File: src/rtl/canny_pkg.sv
// Shared constants for the Canny edge path: direction codes from the Sobel stage
// and tap indices of the row-major 3x3 window.
package canny_pkg;

  localparam int DIR_HORZ    = 1;
  localparam int DIR_DIAG_TL = 2;
  localparam int DIR_VERT    = 3;
  localparam int DIR_DIAG_TR = 4;

  localparam int TAP_TL = 0;
  localparam int TAP_T  = 1;
  localparam int TAP_TR = 2;
  localparam int TAP_L  = 3;
  localparam int TAP_C  = 4;
  localparam int TAP_R  = 5;
  localparam int TAP_BL = 6;
  localparam int TAP_B  = 7;
  localparam int TAP_BR = 8;

endpackage

File: src/rtl/nms_pos_cnt.sv
// Frame position tracker for the NMS stage: follows col/row of each accepted beat,
// resyncs on start-of-frame and flags border and last-pixel beats.
module nms_pos_cnt #(
  parameter int IMG_W  = 512,
  parameter int IMG_H  = 512,
  parameter int BORDER = 1
) (
  input  logic clk,
  input  logic rst_n,
  input  logic accept,
  input  logic sof,
  output logic border,
  output logic last
);

  localparam int COL_W = (IMG_W > 1) ? $clog2(IMG_W) : 1;
  localparam int ROW_W = (IMG_H > 1) ? $clog2(IMG_H) : 1;

  logic [COL_W-1:0] col, cur_col;
  logic [ROW_W-1:0] row, cur_row;
  logic             col_end, row_end;

  // A start-of-frame beat is itself pixel (0,0), so it overrides the stored position.
  always_comb begin
    cur_col = sof ? '0 : col;
    cur_row = sof ? '0 : row;
    col_end = (cur_col == COL_W'(IMG_W - 1));
    row_end = (cur_row == ROW_W'(IMG_H - 1));
    border  = (int'(cur_col) < BORDER) || (int'(cur_col) >= IMG_W - BORDER) ||
              (int'(cur_row) < BORDER) || (int'(cur_row) >= IMG_H - BORDER);
    last    = col_end && row_end;
  end

  always_ff @(posedge clk or negedge rst_n) begin
    if (!rst_n) begin
      col <= '0;
      row <= '0;
    end else if (accept) begin
      if (col_end) begin
        col <= '0;
        row <= row_end ? '0 : cur_row + 1'b1;
      end else begin
        col <= cur_col + 1'b1;
        row <= cur_row;
      end
    end
  end

endmodule

File: src/rtl/nms_stream.sv
// Streaming non-maximum suppression for the Canny path: two-stage valid/ready pipe that
// thins edges along the gradient direction, blanks the image border and counts bad codes.
module nms_stream
  import canny_pkg::*;
#(
  parameter int DATA_W   = 8,
  parameter int DIR_W    = 8,
  parameter int IMG_W    = 512,
  parameter int IMG_H    = 512,
  parameter int BORDER   = 1,
  parameter int TIE_MODE = 0,
  parameter int CNT_W    = 16
) (
  input  logic              clk,
  input  logic              rst_n,
  input  logic [9*DATA_W-1:0] s_mag,
  input  logic [DIR_W-1:0]  s_dir,
  input  logic              s_sof,
  input  logic              s_valid,
  output logic              s_ready,
  input  logic              bypass,
  output logic [DATA_W-1:0] m_data,
  output logic              m_last,
  output logic              m_valid,
  input  logic              m_ready,
  output logic [CNT_W-1:0]  dir_err_cnt
);

  logic              adv, accept;
  logic              border_flag, last_flag;
  logic [DATA_W-1:0] centre, n_a, n_b;
  logic              illegal, keep;

  logic              v1, keep1, border1, last1, illegal1;
  logic [DATA_W-1:0] centre1, out_val;

  assign adv     = !m_valid || m_ready;
  assign s_ready = adv;
  assign accept  = s_valid && adv;

  nms_pos_cnt #(
    .IMG_W  (IMG_W),
    .IMG_H  (IMG_H),
    .BORDER (BORDER)
  ) u_pos (
    .clk    (clk),
    .rst_n  (rst_n),
    .accept (accept),
    .sof    (s_sof),
    .border (border_flag),
    .last   (last_flag)
  );

  // Neighbour pair lies along the gradient direction through the centre pixel.
  always_comb begin
    centre  = s_mag[TAP_C*DATA_W +: DATA_W];
    n_a     = '0;
    n_b     = '0;
    illegal = 1'b0;
    case (int'(s_dir))
      DIR_HORZ: begin
        n_a = s_mag[TAP_L*DATA_W +: DATA_W];
        n_b = s_mag[TAP_R*DATA_W +: DATA_W];
      end
      DIR_DIAG_TL: begin
        n_a = s_mag[TAP_TL*DATA_W +: DATA_W];
        n_b = s_mag[TAP_BR*DATA_W +: DATA_W];
      end
      DIR_VERT: begin
        n_a = s_mag[TAP_T*DATA_W +: DATA_W];
        n_b = s_mag[TAP_B*DATA_W +: DATA_W];
      end
      DIR_DIAG_TR: begin
        n_a = s_mag[TAP_TR*DATA_W +: DATA_W];
        n_b = s_mag[TAP_BL*DATA_W +: DATA_W];
      end
      default: illegal = 1'b1;
    endcase
    keep = (centre >= n_a) && ((TIE_MODE == 1) ? (centre > n_b) : (centre >= n_b));
  end

  always_ff @(posedge clk or negedge rst_n) begin
    if (!rst_n) begin
      v1       <= 1'b0;
      keep1    <= 1'b0;
      centre1  <= '0;
      border1  <= 1'b0;
      last1    <= 1'b0;
      illegal1 <= 1'b0;
    end else if (adv) begin
      v1       <= s_valid;
      keep1    <= keep;
      centre1  <= centre;
      border1  <= border_flag;
      last1    <= last_flag;
      illegal1 <= illegal;
    end
  end

  // Bypass skips the thinning decision only; border blanking always wins.
  always_comb begin
    out_val = centre1;
    if (border1 || (!bypass && (illegal1 || !keep1)))
      out_val = '0;
  end

  always_ff @(posedge clk or negedge rst_n) begin
    if (!rst_n) begin
      m_valid <= 1'b0;
      m_data  <= '0;
      m_last  <= 1'b0;
    end else if (adv) begin
      m_valid <= v1;
      m_data  <= out_val;
      m_last  <= v1 && last1;
    end
  end

  always_ff @(posedge clk or negedge rst_n) begin
    if (!rst_n)
      dir_err_cnt <= '0;
    else if (accept && illegal && (dir_err_cnt != {CNT_W{1'b1}}))
      dir_err_cnt <= dir_err_cnt + 1'b1;
  end

endmodule

File: config.mk
export PLATFORM = sky130hd
export DESIGN_NAME = nms_stream
export DESIGN_NICKNAME = d
export VERILOG_FILES = /design/src/rtl/canny_pkg.sv /design/src/rtl/nms_pos_cnt.sv /design/src/rtl/nms_stream.sv
export SDC_FILE = /design/constraint.sdc
export NUM_CORES = 1
export LEC_CHECK = 0
export CAP_MARGIN = 10
export CORE_MARGIN = 2
export CORE_UTILIZATION = 47
export CTS_CLUSTER_DIAMETER = 120
export DETAILED_ROUTE_END_ITERATION = 8
export PLACE_DENSITY = 0.9
export SYNTH_ARGS = -nofsm -noshare
export SYNTH_HDL_FRONTEND = slang
export SYNTH_SLANG_ARGS = --single-unit
export TNS_END_PERCENT = 20
File: constraint.sdc
create_clock -name clk -period 3.5 [get_ports clk]
set_input_delay 0.7 -clock clk [delete_from_list [all_inputs] [get_ports clk]]
set_output_delay 0.7 -clock clk [all_outputs]
set_load 0.1 [all_outputs]
==> results.ini, run 1 <==
[detailed_routing]
detail_route.wirelength_um = 9588
drtPass1Iterations = 5
wl_per_cell_um = 15.77
first_iter_violations = 157
via_cell_ratio = 5.793
drc = 0
number_of_routed_nets_with_antenna_violations = 0
routed-via-count = 3522

[grt]
pin_count_of_the_biggest_net_entering_global_routing = 31
grt_first_pass_wirelength_um = 16120
grt_util_all_layers_pct = 23.91
grt_overflow_total = 0
grt_pass1_vias = 3525
antenna_violations_before_repair = 0

[timing]
final_worst_path_cycle_share_pct = 90.47
period_needed_ps = 3167
setup_tns_ps = 0
timing.final.hold_violations = 0
setup-violations-final = 0
timing_max_transition_violations_final = 0
slew_at_the_pin_closest_to_its_max_slew_limit_ps = 994.3
unrepaired_setup_endpoints_after_global_routing = false
highest_achievable_clock_rate_ghz = 0.3158
relSlewSlack_pct = 33.50
clock-skew-final_ps = 7.371

[finish]
layoutNonFillerInstCount = 608
nNetsFinal = 611
layout-area-overhead-vs-synth_pct = 40.57
post-route-cell-area_mm2 = 0.005034
layout.cells.most_common = sky130_fd_sc_hd__clkdlybuf4s50_1
most-common-layout-cells = 101 x sky130_fd_sc_hd__clkdlybuf4s50_1, 57 x sky130_fd_sc_hd__dfrtp_1, 53 x sky130_fd_sc_hd__nand2_1, 34 x sky130_fd_sc_hd__nor2_1
drive_above_1_share_pct = 11.20
antenna_cells = 0

[floorplan]
die_w_um = 91.29
boundaryPins = 113
design.die.area_mm2 = 0.008333
floorplan.initialDensity_pct = 48.85
std_cell_rows = 31
design.core.area_mm2 = 0.007331
die-height_um = 91.29

[hold_path]
hp-class = in -> async

[placed_design]
port_buffers = 112
postPlaceCellArea_mm2 = 0.004790
dp.cells = 592
place.detailed.hpwl_um = 7525
finalWeightedCongestion = 0.9244

[clocking]
cts_htree_levels = 3
tritoncts = yes
clkTransAtPathRegs_ps = 60
cts-hold-fix-buffers = 0
post-cts-setup-buffers = 0
clk-insertion-delay-late_ps = 330
clockBufferDepth = 2
clock_sinks = 57
post_cts.resized_instances = 0
clock_buffers_created_by_tritoncts = 9
ctsRootBufferMaster = sky130_fd_sc_hd__clkbuf_8

[power_and_ir_drop]
ir_drop_worst_case_vdd_uv = 265.9
cellLeakagePower_nw = 2.121
power.density_mw_per_mm2 = 447.5

[synth]
syn-instance-count = 389
postSynthAreaPerCell_um2 = 9.205
number_of_nets_produced_by_synthesis = 496
synth_sequential_area_ratio_pct = 39.83
synth_edf_count = 0
top_reg_cell_synth = sky130_fd_sc_hd__dfrtp_1
syn-cell-area_mm2 = 0.003581
postSynthRegisterBits = 57
ys_async_sr_fraction_pct = 100.0
ys_types = 52
yosys_warnings = 0

[setup_path]
cp-start-kind = primary input
worst-setup-path-type = in -> reg
critical_path_peak_fanout = 4
crit_required_ps = 3710
critPathArrivalTime_ps = 3370
crit_path_end_kind = flop

[outcome]
status = completed

[job]
max_cap_violation_count = 0

## worst max-delay path: stages
cell and delay [ps]:
sky130_fd_sc_hd__clkdlybuf4s50_1 440, sky130_fd_sc_hd__nor2b_1 180, sky130_fd_sc_hd__ha_1 240, sky130_fd_sc_hd__nand3_1 140, sky130_fd_sc_hd__or3_1 380, sky130_fd_sc_hd__nor3_1 190
sky130_fd_sc_hd__ha_1 220, sky130_fd_sc_hd__nand4_1 150, sky130_fd_sc_hd__nor3_1 330, sky130_fd_sc_hd__a31oi_1 140, sky130_fd_sc_hd__o21ai_0 160, sky130_fd_sc_hd__o31ai_1 100
## synth_stat cells (5+ instances only)
cell type	n	area share, %
sky130_fd_sc_hd__clkbuf_1	10	1.0
sky130_fd_sc_hd__a31oi_1	7	1.2
sky130_fd_sc_hd__and3_1	5	0.87
sky130_fd_sc_hd__inv_1	6	0.63
sky130_fd_sc_hd__nand3_1	14	2.0
sky130_fd_sc_hd__nor2b_1	16	2.8
sky130_fd_sc_hd__dfrtp_1	57	40
sky130_fd_sc_hd__a221oi_1	10	2.4
sky130_fd_sc_hd__nand2b_1	6	1.0
sky130_fd_sc_hd__a22oi_1	12	2.5
sky130_fd_sc_hd__nand2_1	53	5.6
sky130_fd_sc_hd__nor2_1	34	3.6
sky130_fd_sc_hd__a22o_1	13	3.2
sky130_fd_sc_hd__nor3_1	7	0.98
sky130_fd_sc_hd__o31ai_1	6	1.3
sky130_fd_sc_hd__xnor2_1	8	2.0
sky130_fd_sc_hd__ha_1	21	7.3
sky130_fd_sc_hd__nand4_1	13	2.3
sky130_fd_sc_hd__o21ai_0	21	2.9
sky130_fd_sc_hd__a21oi_1	8	1.1
## cell families after synthesis
| kind of cell | after synthesis | synth area share (%) |
|---|---|---|
| AOI/OAI and AO/OA | 94 | 18.90 |
| xor gates and xnor gates | 12 | 2.935 |
| adders and majority gates | 21 | 7.337 |
| buffers and inverters | 26 | 3.913 |
| DFF | 57 | 39.83 |
| muxes | 3 | 0.9433 |
| and+or+nand+nor | 176 | 26.14 |
## routing by layer
metal / track usage (%) / wire (um) / vias to the layer above / part of all wire, %
li1: - / - / 1673 / -
met1: 27.17 / 3764 / 1693 / 39
met2: 43.09 / 4935 / 140 / 51
met3: 5.892 / 686 / 16 / 7.2
met4: 9.091 / 201 / 0 / 2.1
met5: 0 / 0 / - / 0
## registers in the layout (all words and copies together), names as in the netlist, 8 cells and up
register     flops
centre1          8
m_data           8
u_pos.row        9
u_pos.col        9
dir_err_cnt     16
## report_power, final
group,leakage [nW],internal [mW],switching (mW),total [mW]
combinational,1.26,0.236,0.459,0.695
clock,0.120,0.491,0.261,0.752
sequential,0.746,0.726,0.0790,0.805
total,2.12,1.45,0.799,2.25
## path summary, 6_finish.rpt
path / from / endpoint / slack, ps / depth (start not counted)
max in group asynchronous: rst_n / u_pos.col[7]$_DFFE_PN0P_ / 2300 / 2
min in group clk: centre1[2]$_DFFE_PN0N_ / centre1[2]$_DFFE_PN0N_ / 470 / 2
min reg2reg: centre1[2]$_DFFE_PN0N_ / centre1[2]$_DFFE_PN0N_ / 470 / 2
max reg2reg: u_pos.col[0]$_DFFE_PN0P_ / u_pos.row[7]$_DFFE_PN0P_ / 760 / 11
min: rst_n / u_pos.col[4]$_DFFE_PN0P_ / 390 / 1
max: s_sof / u_pos.row[7]$_DFFE_PN0P_ / 330 / 12
## stage by stage
step	hold slack [ps]	power, mW	worst slack, ps	util [%]
floorplan	404.4	1.261	235.9	-
global placement	449.5	1.496	143.1	65.34
detailed placement	456.3	1.514	36.09	65.34
CTS	400.6	2.265	368.2	68.66
global route	437.9	2.348	95.79	68.66
finish	388.4	2.252	333.4	68.66
## final cells by class
class	instances	area, um^2
Fill cell	539	2297
Tap cell	99	123.9
Clock inverter	5	102.6
Timing Repair Buffer	124	1194
Inverter	6	22.52
Clock buffer	11	141.4
Sequential cell	57	1426
Multi-Input combinational cell	306	2023
No activity file was read; power rests on OpenSTA's default activity.
==> run 2: changes to the inputs <==
--- a/config.mk
+++ b/config.mk
@@ -7,10 +7,10 @@
 export LEC_CHECK = 0
 export CAP_MARGIN = 10
 export CORE_MARGIN = 2
-export CORE_UTILIZATION = 47
+export CORE_UTILIZATION = 45
 export CTS_CLUSTER_DIAMETER = 120
 export DETAILED_ROUTE_END_ITERATION = 8
-export PLACE_DENSITY = 0.9
+export PLACE_DENSITY = 0.87
 export SYNTH_ARGS = -nofsm -noshare
 export SYNTH_HDL_FRONTEND = slang
 export SYNTH_SLANG_ARGS = --single-unit
==> constraint.sdc (replaced) <==
create_clock -name clk -period 3.73 [get_ports clk]
set_input_delay 0.746 -clock clk [delete_from_list [all_inputs] [get_ports clk]]
set_output_delay 0.746 -clock clk [all_outputs]
set_load 0.1 [all_outputs]
==> run 2 against run 1 <==
Compared with the run above:
- core utilization shrank 3.3 points
- combinational power shrank 5.6%
- global-route usage shrank 1.5 points
- setup slack gained 160 ps
- wire length shrank 2.9%
- count of clock-buffer cells in the layout is the same
- critical endpoint unchanged
- largest power group unchanged
==> results.ini, run 2 (synthesis results as in run 1) <==
[outcome]
status = completed

[power_and_ir_drop]
internal_power_mw = 1.320
ir_drop_worst_case_vdd_uv = 269.7
power.net_switching_mw = 0.7419
share_clk_of_total_power_pct = 31.4
power.density_mw_per_mm2 = 408.1
cellLeakagePower_nw = 2.106
combinationalPowerShare_pct = 31.8
power_frac_seq_pct = 36.8
power_switching_share_pct = 35.98

[timing]
timing_max_transition_violations_final = 0
timing.final.hold_violations = 0
final_worst_path_cycle_share_pct = 86.86
setup_tns_ps = 0
slew_at_the_pin_closest_to_its_max_slew_limit_ps = 1000
clock-skew-final_ps = 7.425
setup-violations-final = 0
period_needed_ps = 3240
unrepaired_setup_endpoints_after_global_routing = false
highest_achievable_clock_rate_ghz = 0.3087
relSlewSlack_pct = 33.11

[finish]
layoutNonFillerInstCount = 612
antenna_cells = 0
most-common-layout-cells = 110 x sky130_fd_sc_hd__clkdlybuf4s50_1, 57 x sky130_fd_sc_hd__dfrtp_1, 53 x sky130_fd_sc_hd__nand2_1, 34 x sky130_fd_sc_hd__nor2_1
largest_reg_flops = 16
nNetsFinal = 612
drive_above_1_share_pct = 9.804
max_flop_register = dir_err_cnt
layout-area-overhead-vs-synth_pct = 41.09
layout.cells.most_common = sky130_fd_sc_hd__clkdlybuf4s50_1
reg_top3 = dir_err_cnt (16), u_pos.col (9), u_pos.row (9)

[clocking]
post-cts-setup-buffers = 0
cts-hold-fix-buffers = 0
clock_sinks = 57
cts_htree_levels = 3
clockBufferDepth = 2
post_cts.resized_instances = 0
clkTransAtPathRegs_ps = 60
tritoncts = yes
clock_buffers_created_by_tritoncts = 9
ctsRootBufferMaster = sky130_fd_sc_hd__clkbuf_8
clk-insertion-delay-late_ps = 330

[placed_design]
finalWeightedCongestion = 0.8647
place.detailed.hpwl_um = 7325
port_buffers = 112
dp.cells = 596

[setup_path]
worstReg2RegStart = u_pos.col[0]$_DFFE_PN0P_
worst_r2r_path_depth = 11
worst-r2r-setup-slack_ps = 980
critPathArrivalTime_ps = 3450
critical_path_peak_fanout = 4
rr_endpoint = u_pos.row[7]$_DFFE_PN0P_
cp-start-kind = primary input
worst-setup-path-type = in -> reg
crit_required_ps = 3940
crit_path_end_kind = flop

[grt]
grt_overflow_total = 0
grt_util_all_layers_pct = 22.40
pin_count_of_the_biggest_net_entering_global_routing = 31
grt_pass1_vias = 3372
antenna_violations_before_repair = 0
grt_first_pass_wirelength_um = 15570

[hold_path]
hp-class = in -> async

[floorplan]
die_w_um = 93.21
boundaryPins = 113
std_cell_rows = 32
die-height_um = 93.21
floorplan.initialDensity_pct = 46.34
design.core.area_mm2 = 0.007727
design.die.area_mm2 = 0.008687

[detailed_routing]
drtPass1Iterations = 5
via_cell_ratio = 5.696
detail_route.wirelength_um = 9308
first_iter_violations = 193
routed-via-count = 3486
drc = 0
number_of_routed_nets_with_antenna_violations = 0
wl_per_cell_um = 15.21

[job]
max_cap_violation_count = 0

run 2: worst max-delay path: stages:
cell,delay (ps)
sky130_fd_sc_hd__clkdlybuf4s50_1,470
sky130_fd_sc_hd__nor2b_1,180
sky130_fd_sc_hd__ha_1,230
sky130_fd_sc_hd__nand3_1,120
sky130_fd_sc_hd__or3_1,360
sky130_fd_sc_hd__nor3_1,190
sky130_fd_sc_hd__ha_1,230
sky130_fd_sc_hd__nand4_1,160
sky130_fd_sc_hd__nor3_1,360
sky130_fd_sc_hd__a31oi_1,140
sky130_fd_sc_hd__o21ai_0,170
sky130_fd_sc_hd__o31ai_1,90
run 2: worst max path at each step:
stage / start / endpoint / slack (ps)
floorplan: s_sof / u_pos.row[7]$_DFFE_PN0P_ / 420
global placement: s_sof / u_pos.row[7]$_DFFE_PN0P_ / 300
detailed placement: s_sof / u_pos.row[5]$_DFFE_PN0P_ / 190
CTS: s_sof / u_pos.row[7]$_DFFE_PN0P_ / 530
global route: s_sof / u_pos.row[7]$_DFFE_PN0P_ / 220
finish: s_sof / u_pos.row[7]$_DFFE_PN0P_ / 490
run 2: per-layer routing:
layer  wire length (um)  vias up  global-route usage [%]  share of wire (%)
met5                  0        -                       0                  0
met3                706       14                   6.124                7.6
met2               4652      144                   39.01                 50
met1               3737     1644                   26.60                 40
li1                   -     1684                       -                  -
met4                212        0                   7.843                2.3
run 2: power groups by stage:
| stage | clock network (mW) | logic, mW | registers (mW) |
|---|---|---|---|
| floorplan | 0 | 0.180 | 1.00 |
| global placement | 0 | 0.646 | 0.765 |
| detailed placement | 0 | 0.657 | 0.768 |
| CTS | 0.660 | 0.659 | 0.757 |
| global route | 0.689 | 0.697 | 0.772 |
| finish | 0.647 | 0.656 | 0.758 |
run 2: final cells by class:
type                       count  area [um^2]
clock buffer                  11        151.4
timing repair buffer         125         1224
tap                          102        127.6
clock inverter                 5        77.57
sequential                    57         1426
multi-input combinational    306         2023
inverter                       6        22.52
fill                         586         2675
run 2: per-stage QoR:
stage               area [um^2]  hold WS (ps)  util, %  worst slack [ps]  power (mW)
floorplan                  3581         439.6        -             419.9       1.183
global placement           4823         452.0    62.42             297.7       1.411
detailed placement         4823         458.0    62.42             188.4       1.425
CTS                        5052         466.0    65.38             529.0       2.075
global route               5052         501.3    65.38             221.3       2.158
finish                     5052         448.4    65.38             490.2       2.062
==> run 3: changes to the inputs <==
--- a/config.mk
+++ b/config.mk
@@ -10,6 +10,7 @@
 export CORE_UTILIZATION = 45
 export CTS_CLUSTER_DIAMETER = 120
 export DETAILED_ROUTE_END_ITERATION = 8
+export GPL_ROUTABILITY_DRIVEN = 0
 export PLACE_DENSITY = 0.87
 export SYNTH_ARGS = -nofsm -noshare
 export SYNTH_HDL_FRONTEND = slang
==> run 3 against run 2 <==
Compared with the run above:
- via count is 0.26% lower
- critical path depth stayed put
- setup slack worse by 30 ps
- critical endpoint unchanged
- largest power group unchanged
- highest routed layer unchanged
==> results.ini, run 3 (synthesis results as in run 1) <==
[detailed_routing]
wl_per_cell_um = 15.48
detail_route.wirelength_um = 9474
number_of_routed_nets_with_antenna_violations = 0
via_cell_ratio = 5.681
first_iter_violations = 173
routed-via-count = 3477
drc = 0
drtPass1Iterations = 5

[grt]
global_route.usage.met3_pct = 4.915
globalRoute.busiestLayer = met2
grt_util_all_layers_pct = 22.43
grt_overflow_total = 0
antenna_violations_before_repair = 0
met2_usage_pct = 39.43
grt_pass1_vias = 3362
pin_count_of_the_biggest_net_entering_global_routing = 31
grt.met1_usage_pct = 26.57
grt_first_pass_wirelength_um = 15470

[floorplan]
boundaryPins = 113
design.die.area_mm2 = 0.008687
design.core.area_mm2 = 0.007727
die_w_um = 93.21
floorplan.initialDensity_pct = 46.34
std_cell_rows = 32
die-height_um = 93.21

[setup_path]
worst-setup-path-type = in -> reg
worstReg2RegStart = u_pos.col[0]$_DFFE_PN0P_
cp-start-kind = primary input
worst-r2r-setup-slack_ps = 930
worst_r2r_path_depth = 11
crit_required_ps = 3940
critPathArrivalTime_ps = 3480
crit_path_end_kind = flop
critical_path_peak_fanout = 4
rr_endpoint = u_pos.row[7]$_DFFE_PN0P_

[timing]
final.setup.worst_slack_ps = 460.1
highest_achievable_clock_rate_ghz = 0.3058
timing_max_transition_violations_final = 0
final_worst_path_cycle_share_pct = 87.67
relSlewSlack_pct = 32.94
clock-skew-final_ps = 5.294
period_needed_ps = 3270
unrepaired_setup_endpoints_after_global_routing = false
setup_tns_ps = 0
setup-violations-final = 0
timing.final.hold_violations = 0
slew_at_the_pin_closest_to_its_max_slew_limit_ps = 1003

[power_and_ir_drop]
internal_power_mw = 1.320
power_switching_share_pct = 36.42
power.density_mw_per_mm2 = 411.0
cellLeakagePower_nw = 2.106
share_clk_of_total_power_pct = 31.8
power_frac_seq_pct = 36.6
ir_drop_worst_case_vdd_uv = 285.5
combinationalPowerShare_pct = 31.6
power.net_switching_mw = 0.7563

[clocking]
clock_sinks = 57
clkTransAtPathRegs_ps = 60
cts_htree_levels = 3
clock_buffers_created_by_tritoncts = 9
post_cts.resized_instances = 0
tritoncts = yes
clockBufferDepth = 2
clk-insertion-delay-late_ps = 340
cts-hold-fix-buffers = 0
ctsRootBufferMaster = sky130_fd_sc_hd__clkbuf_8
post-cts-setup-buffers = 0

[finish]
drive_above_1_share_pct = 9.804
largest_reg_flops = 16
layout.cells.most_common = sky130_fd_sc_hd__clkdlybuf4s50_1
most-common-layout-cells = 110 x sky130_fd_sc_hd__clkdlybuf4s50_1, 57 x sky130_fd_sc_hd__dfrtp_1, 53 x sky130_fd_sc_hd__nand2_1, 34 x sky130_fd_sc_hd__nor2_1
layout.filler_cells = 624
reg_top3 = dir_err_cnt (16), u_pos.col (9), u_pos.row (9)
register_area_mm2 = 0.001426
multi_input_comb_area_mm2 = 0.002023
max_flop_register = dir_err_cnt
layout-area-overhead-vs-synth_pct = 41.09
nNetsFinal = 612
antenna_cells = 0

[placed_design]
place.detailed.hpwl_um = 7354
port_buffers = 112
place_ws_ps = 165.0

[hold_path]
hp-class = in -> async

[job]
max_cap_violation_count = 0

[outcome]
status = completed

[run 3: critical path, cell delays in order]
cell and delay (ps):
sky130_fd_sc_hd__clkdlybuf4s50_1 470, sky130_fd_sc_hd__nor2b_1 190, sky130_fd_sc_hd__ha_1 230, sky130_fd_sc_hd__nand3_1 130, sky130_fd_sc_hd__or3_1 380, sky130_fd_sc_hd__nor3_1 190, sky130_fd_sc_hd__ha_1 230, sky130_fd_sc_hd__nand4_1 150
sky130_fd_sc_hd__nor3_1 330, sky130_fd_sc_hd__a31oi_1 130, sky130_fd_sc_hd__o21ai_0 190, sky130_fd_sc_hd__o31ai_1 100
[run 3: cell type report]
class,instances,area share (%)
inverters,6,0.4458
well taps,102,2.526
repair buffers,125,24.22
flip-flops and latches,57,28.23
clock buffers,11,2.997
multi-input cells,306,40.04
clock inverters,5,1.535
[run 3: worst max-delay path by stage]
stage | end | from
finish | u_pos.row[7]$_DFFE_PN0P_ | s_sof
floorplan | u_pos.row[7]$_DFFE_PN0P_ | s_sof
CTS | u_pos.row[7]$_DFFE_PN0P_ | s_sof
global placement | u_pos.row[7]$_DFFE_PN0P_ | s_sof
global route | u_pos.row[7]$_DFFE_PN0P_ | s_sof
detailed placement | u_pos.row[7]$_DFFE_PN0P_ | s_sof
[run 3: stage by stage]
step | cells | utilization, % | area (um^2) | hold slack, ps | power, mW
after floorplan | 389 | - | 3581 | 439.6 | 1.183
after global placement | 596 | 62.42 | 4823 | 451.6 | 1.411
after detailed placement | 596 | 62.42 | 4823 | 463.6 | 1.427
after CTS | 612 | 65.38 | 5052 | 462.1 | 2.087
after global routing | 612 | 65.38 | 5052 | 486.5 | 2.159
final | 612 | 65.38 | 5052 | 436.7 | 2.076
[run 3: routing by layer]
metal | up-vias | part of all wire (%)
li1 | 1683 | -
met1 | 1639 | 40
met2 | 135 | 50
met3 | 20 | 6.7
met4 | 0 | 2.4
met5 | - | 0
[run 3: power by group through the flow]
stage	Sequential, mW	Clock (mW)	Combinational [mW]
after global placement	0.765	0	0.646
after CTS	0.758	0.669	0.660
after floorplan	1.00	0	0.180
after detailed placement	0.769	0	0.658
after global routing	0.769	0.694	0.697
final	0.759	0.660	0.657
